===== src/rtl/spi_ram_loader.sv =====
// SPI mode-0 slave that loads and reads back the CPU's single-port RAM.
// Owns the RAM port and holds the CPU for the duration of each frame.
module spi_ram_loader #(
    parameter int ADDR_WIDTH = 8,
    parameter int DATA_WIDTH = 32
) (
    input  logic                  clk,
    input  logic                  rst_n,
    input  logic                  sclk,
    input  logic                  cs_n,
    input  logic                  mosi,
    output logic                  miso,
    output logic                  mem_en,
    output logic                  mem_we,
    output logic [ADDR_WIDTH-1:0] mem_addr,
    output logic [DATA_WIDTH-1:0] mem_wdata,
    input  logic [DATA_WIDTH-1:0] mem_rdata,
    output logic                  cpu_hold,
    output logic [15:0]           wr_count,
    output logic                  frame_err
);

    typedef enum logic [2:0] {
        IDLE    = 3'd0,
        CMD     = 3'd1,
        ADDR    = 3'd2,
        WRITE   = 3'd3,
        READ    = 3'd4,
        DISCARD = 3'd5
    } state_t;

    localparam logic [4:0] LAST_BYTE_BIT = 5'd7;
    localparam logic [4:0] LAST_WORD_BIT = 5'(DATA_WIDTH - 1);

    state_t                  state_r;
    logic [2:0]              sclk_sync_r;
    logic [2:0]              cs_sync_r;
    logic [1:0]              mosi_sync_r;
    logic [4:0]              bit_cnt_r;
    logic [7:0]              byte_r;
    logic [DATA_WIDTH-1:0]   wshreg_r;
    logic [DATA_WIDTH-1:0]   shreg_r;
    logic [ADDR_WIDTH-1:0]   ptr_r;
    logic                    is_read_r;
    logic                    wr_pend_r;

    logic                    rise_s, fall_s, cs_fall_s, cs_rise_s, mosi_s;
    logic                    active_s, byte_done_s, word_done_s, end_s, abort_err_s;
    logic [4:0]              cnt_after_s;
    logic [7:0]              byte_next_s;
    logic [DATA_WIDTH-1:0]   word_next_s;
    logic [ADDR_WIDTH-1:0]   addr_new_s;

    assign rise_s      = sclk_sync_r[1] & ~sclk_sync_r[2];
    assign fall_s      = ~sclk_sync_r[1] & sclk_sync_r[2];
    assign cs_fall_s   = ~cs_sync_r[1] & cs_sync_r[2];
    assign cs_rise_s   = cs_sync_r[1] & ~cs_sync_r[2];
    assign mosi_s      = mosi_sync_r[1];
    assign byte_next_s = {byte_r[6:0], mosi_s};
    assign word_next_s = {wshreg_r[DATA_WIDTH-2:0], mosi_s};
    assign addr_new_s  = byte_next_s[ADDR_WIDTH-1:0];
    assign miso        = (state_r == READ) & shreg_r[DATA_WIDTH-1];

    // Edge qualification, address bypass and abort classification.
    always_comb begin
        active_s    = 1'b0;
        byte_done_s = 1'b0;
        word_done_s = 1'b0;
        cnt_after_s = bit_cnt_r;
        mem_addr    = ptr_r;
        if ((state_r == CMD) || (state_r == ADDR)) begin
            active_s    = 1'b1;
            byte_done_s = rise_s && (bit_cnt_r == LAST_BYTE_BIT);
        end else if ((state_r == WRITE) || (state_r == READ)) begin
            active_s    = 1'b1;
            word_done_s = rise_s && (bit_cnt_r == LAST_WORD_BIT);
        end else begin
            active_s    = 1'b0;
        end
        if (active_s && rise_s) begin
            cnt_after_s = (byte_done_s || word_done_s) ? 5'd0 : bit_cnt_r + 5'd1;
        end else begin
            cnt_after_s = bit_cnt_r;
        end
        // The read prefetch must see the incoming address in the same cycle.
        if ((state_r == ADDR) && byte_done_s) begin
            mem_addr = addr_new_s;
        end else begin
            mem_addr = ptr_r;
        end
        end_s       = cs_rise_s && (state_r != IDLE);
        abort_err_s = active_s && ((cnt_after_s != 5'd0) || (state_r == ADDR));
    end

    // Input synchronizers with one extra history stage for edge detection.
    always_ff @(posedge clk or negedge rst_n) begin
        if (!rst_n) begin
            sclk_sync_r <= 3'd0;
            cs_sync_r   <= 3'd0;
            mosi_sync_r <= 2'd0;
        end else begin
            sclk_sync_r <= {sclk_sync_r[1:0], sclk};
            cs_sync_r   <= {cs_sync_r[1:0], cs_n};
            mosi_sync_r <= {mosi_sync_r[0], mosi};
        end
    end

    // Frame FSM, RAM write pulse, pointer and write counter.
    always_ff @(posedge clk or negedge rst_n) begin
        if (!rst_n) begin
            state_r   <= IDLE;
            bit_cnt_r <= 5'd0;
            byte_r    <= 8'd0;
            wshreg_r  <= '0;
            shreg_r   <= '0;
            ptr_r     <= '0;
            is_read_r <= 1'b0;
            wr_pend_r <= 1'b0;
            mem_en    <= 1'b0;
            mem_we    <= 1'b0;
            mem_wdata <= '0;
            cpu_hold  <= 1'b0;
            wr_count  <= 16'd0;
            frame_err <= 1'b0;
        end else begin
            frame_err <= 1'b0;
            mem_en    <= 1'b0;
            mem_we    <= 1'b0;
            if (wr_pend_r) begin
                mem_en    <= 1'b1;
                mem_we    <= 1'b1;
                wr_pend_r <= 1'b0;
            end
            if (mem_en) begin
                ptr_r <= ptr_r + ADDR_WIDTH'(1);
                if (wr_count != 16'hFFFF) begin
                    wr_count <= wr_count + 16'd1;
                end
                // A word that completed as the frame closed keeps the CPU held until written.
                if (state_r == IDLE) begin
                    cpu_hold <= 1'b0;
                end
            end
            case (state_r)
                IDLE: begin
                    if (cs_fall_s) begin
                        state_r   <= CMD;
                        bit_cnt_r <= 5'd0;
                        cpu_hold  <= 1'b1;
                    end
                end
                CMD: begin
                    if (rise_s) begin
                        byte_r    <= byte_next_s;
                        bit_cnt_r <= cnt_after_s;
                        if (byte_done_s) begin
                            case (byte_next_s)
                                8'h01: begin
                                    is_read_r <= 1'b0;
                                    state_r   <= ADDR;
                                end
                                8'h02: begin
                                    is_read_r <= 1'b1;
                                    state_r   <= ADDR;
                                end
                                default: state_r <= DISCARD;
                            endcase
                        end
                    end
                end
                ADDR: begin
                    if (rise_s) begin
                        byte_r    <= byte_next_s;
                        bit_cnt_r <= cnt_after_s;
                        if (byte_done_s) begin
                            if (is_read_r) begin
                                state_r <= READ;
                                shreg_r <= mem_rdata;
                                ptr_r   <= addr_new_s + ADDR_WIDTH'(1);
                            end else begin
                                state_r <= WRITE;
                                ptr_r   <= addr_new_s;
                            end
                        end
                    end
                end
                WRITE: begin
                    if (rise_s) begin
                        wshreg_r  <= word_next_s;
                        bit_cnt_r <= cnt_after_s;
                        if (word_done_s) begin
                            mem_wdata <= word_next_s;
                            wr_pend_r <= 1'b1;
                        end
                    end
                end
                READ: begin
                    if (rise_s) begin
                        bit_cnt_r <= cnt_after_s;
                        if (word_done_s) begin
                            shreg_r <= mem_rdata;
                            ptr_r   <= ptr_r + ADDR_WIDTH'(1);
                        end
                    end else if (fall_s && (bit_cnt_r != 5'd0)) begin
                        shreg_r <= {shreg_r[DATA_WIDTH-2:0], 1'b0};
                    end
                end
                DISCARD: begin
                    bit_cnt_r <= 5'd0;
                end
                default: state_r <= IDLE;
            endcase
            if (end_s) begin
                state_r   <= IDLE;
                bit_cnt_r <= 5'd0;
                frame_err <= abort_err_s;
                cpu_hold  <= (state_r == WRITE) && word_done_s;
            end
        end
    end

endmodule

===== config.mk =====
export PLATFORM = sky130hd
export DESIGN_NAME = spi_ram_loader
export DESIGN_NICKNAME = d
export VERILOG_FILES = /design/src/rtl/spi_ram_loader.sv
export SDC_FILE = /design/constraint.sdc
export NUM_CORES = 1
export LEC_CHECK = 0
export CORE_MARGIN = 3
export CORE_UTILIZATION = 38
export CTS_CLUSTER_SIZE = 14
export DETAILED_ROUTE_END_ITERATION = 7
export SYNTH_ARGS = -nofsm -noshare
export SYNTH_HDL_FRONTEND = slang
export SYNTH_SLANG_ARGS = --single-unit

===== constraint.sdc =====
create_clock -name clk -period 5.6 [get_ports clk]
set_input_delay 1.68 -clock clk [delete_from_list [all_inputs] [get_ports clk]]
set_output_delay 1.68 -clock clk [all_outputs]
set_load 0.01 [all_outputs]

==> run summary <==
delay-heaviest family, CP: simple AND/OR/NAND/NOR gates
Synth area leader: dfrtp_1
clk buf depth: 2
pre-CTS WS: 1120 ps
first-pass GRT wire length: 24200 um
source of the critical timing path: state_r[1]$_DFFE_PN0P_
Final Max Slew Viols: 0
GRT met2 Usage: 0.236
max cap viols: 0
Final Skew: 14.1 ps
die area: 20100 um^2
Post-synth EDFFs: 0
Syn Inst Count: 542
io pins: 98
Net count, final: 679
routed wire length: 14400 um
largest net degree at the start of global routing: 66
FF-to-FF path depth: 6
FFs w/ async S/R, synth: 1.00
GR peak layer: met2
Die Wd: 142 um
Least-Margin Pin Slew: 1060 ps
crit path cell chain: xnor2_1 > nor4_4 > nand2b_1 > mux2_2 > clkdlybuf4s50_1
Post-DP Area: 8140 um^2
post-synthesis sequential area ratio: 0.526
Ys Warns: 0
Layout Cells excl Fill: 872
final hold vios: 0
P_leak: 4.01 nW
remaining antenna violation count: 0
Starting Density: 0.396
setup TNS: 0 ps
VDD IR max: 0.000210 V
Syn Area/Cell: 12.9 um^2
Cell variety after synth: 57
commonest non-fill, non-tap cells in the layout: 147 x dfrtp_1, 96 x clkdlybuf4s50_1, 66 x mux2_2
maximum fanout along the worst path: 28
cts repair resizes: 0
clock network power share: 0.397
GR Layer Usage met1: 0.193
Core Area: 17700 um^2
status: finished, final reports clean
Max Fclk: 0.203 GHz
routability cong.: 0.848
Stages on worst setup path: 5
Antenna Cells: 0
H-tree depth: 4
CTS Sinks: 147
input/output buffers: 97
met3 usage: 0.0533
GRT Total Usage: 0.149
antenna violations before repair: 0
Tot Pwr: 2.73 mW
DR DRC count: 0
Worst setup EP type: output port
largest cells by area after synthesis: dfrtp_1 53%, mux2_2 11%, mux2_1 7.1%
routed via count: 4552
crit path DAT: 3240 ps
CP max stage delay: 710 ps
Syn-to-layout area delta: 24.4%
TritonCTS Buffers: 17
Combinational Power Share: 0.147
pwr/cell area: 314 nW/um^2
Post CTS Setup Buffer Count: 0
Seq pwr share: 0.457
Mapped Area: 6990 um^2
final setup vio count: 0
Max-slew headroom: 0.291
Switching Fraction: 0.277
top_reg_cell synth: dfrtp_1
syn_nets: 587
Post-Place Cells: 840
Worst R2R End: shreg_r[22]$_DFFE_PN0P_
vias in the first global route: 4756
Int Power: 1.97 mW
worst r2r src: state_r[1]$_DFFE_PN0P_
HPWL Detailed: 9690 um
clk slew on worst S/H paths: 60 ps
CP max-delay cell: dfrtp_1
final worst slack: 681 ps
Synth top area share: 0.526
FF-to-FF setup slack: 2080 ps
hold slack final: 353 ps
Iteration-0 DRC Markers: 207
Tcrit/Tclk final: 0.878
critical path class: reg -> out
Core Util, Final: 0.492
Initial DRT Pass Iterations: 4
commonest non-fill, non-tap cell in the layout: dfrtp_1
# rows: 48
post-route cell area: 8690 um^2
hold buffer count at cts: 0
TritonCTS clock tree: yes
Die Ht: 142 um
WP buf/inv: 1
CP startpoint kind: flop
Crit path required time: 3920 ps
layout cells sized above 1: 0.213
GR Overflow Total: 0
sw power: 0.754 mW
fin crit period: 4920 ps
RSZ-0062 raised after global routing: no
min-delay src: sclk_sync_r[0]$_DFF_PN0_
drt wl/cell: 16.5 um
DR vias/cell: 5.22
Clock Latency Late Sink: 420 ps
clock root cell: clkbuf_16
Critical Path Sink: mem_addr[3]
HP Class: reg -> reg
FF+latch count, synth: 147
worst reg2reg max path, cell delays in order (launching register included):
cell	delay, ps
dfrtp_1	590
xnor2_1	430
nor4_4	80
nand2b_1	770
a32o_2	810
buf_4	390
mux2_4	330
area by class of cell:
cell class                 count  area (um^2)
fill                        1562         8960
tap                          225          282
sequential                   147         3680
timing repair buffer         102         1010
inverter                       8         30.0
clock buffer                  19          433
multi-input combinational    358         3140
clock inverter                13          125
sequential cells by signal, summed over array words and instances, names as in the netlist, 5 cells and up:
register,flops
shreg_r,32
wshreg_r,31
bit_cnt_r,5
ptr_r,8
mem_wdata,32
wr_count,16
byte_r,7
synth_stat cells (4+ instances only):
cell type,instances
and3_1,7
nor3_1,7
o21ai_1,8
a21oi_1,11
mux2_2,66
nand3_1,14
o21a_1,4
mux2_4,29
nand3b_1,5
xor2_1,5
dfrtp_1,147
ha_1,8
clkbuf_1,12
nor2b_1,5
o21ai_0,8
nand2b_1,7
o211ai_1,5
nor4_1,6
inv_1,8
buf_2,8
xnor2_1,22
buf_6,4
mux2_1,44
nand2_1,27
nand4_1,7
nor2_1,21
worst min path at each step:
stage                                           to  cells after the start
after floorplan             cs_sync_r[1]$_DFF_PN0_                      0
after global placement            mem_we$_DFF_PN0_                      0
after detailed placement          mem_we$_DFF_PN0_                      0
after CTS                 sclk_sync_r[1]$_DFF_PN0_                      0
after global routing      mosi_sync_r[1]$_DFF_PN0_                      0
final                     sclk_sync_r[1]$_DFF_PN0_                      0
kinds of logic (layout without fill, tap and decap cells):
family	after synthesis	in the layout	synth area share
flops	147	147	0.526
mux	142	142	0.244
simple gates	122	122	0.0979
compound gates	58	58	0.0558
buf+inv	37	142	0.0267
xor+xnor	27	27	0.0338
fa+ha+maj	9	9	0.0158
power by group through the flow:
stage	sequential (mW)	clock (mW)	combinational, mW
after floorplan	1.21	0	0.329
after global placement	1.26	0	0.398
after detailed placement	1.26	0	0.402
after CTS	1.24	1.12	0.405
after global routing	1.26	1.16	0.446
final	1.25	1.08	0.399
layer usage:
| metal | part of all wire | wire, um | up-vias |
|---|---|---|---|
| li1 | - | - | 2149 |
| met1 | 0.45 | 6510 | 2297 |
| met2 | 0.48 | 6890 | 93 |
| met3 | 0.058 | 828 | 13 |
| met4 | 0.011 | 157 | 0 |
| met5 | 0 | 0 | - |
(Power assumes the default switching activity.)
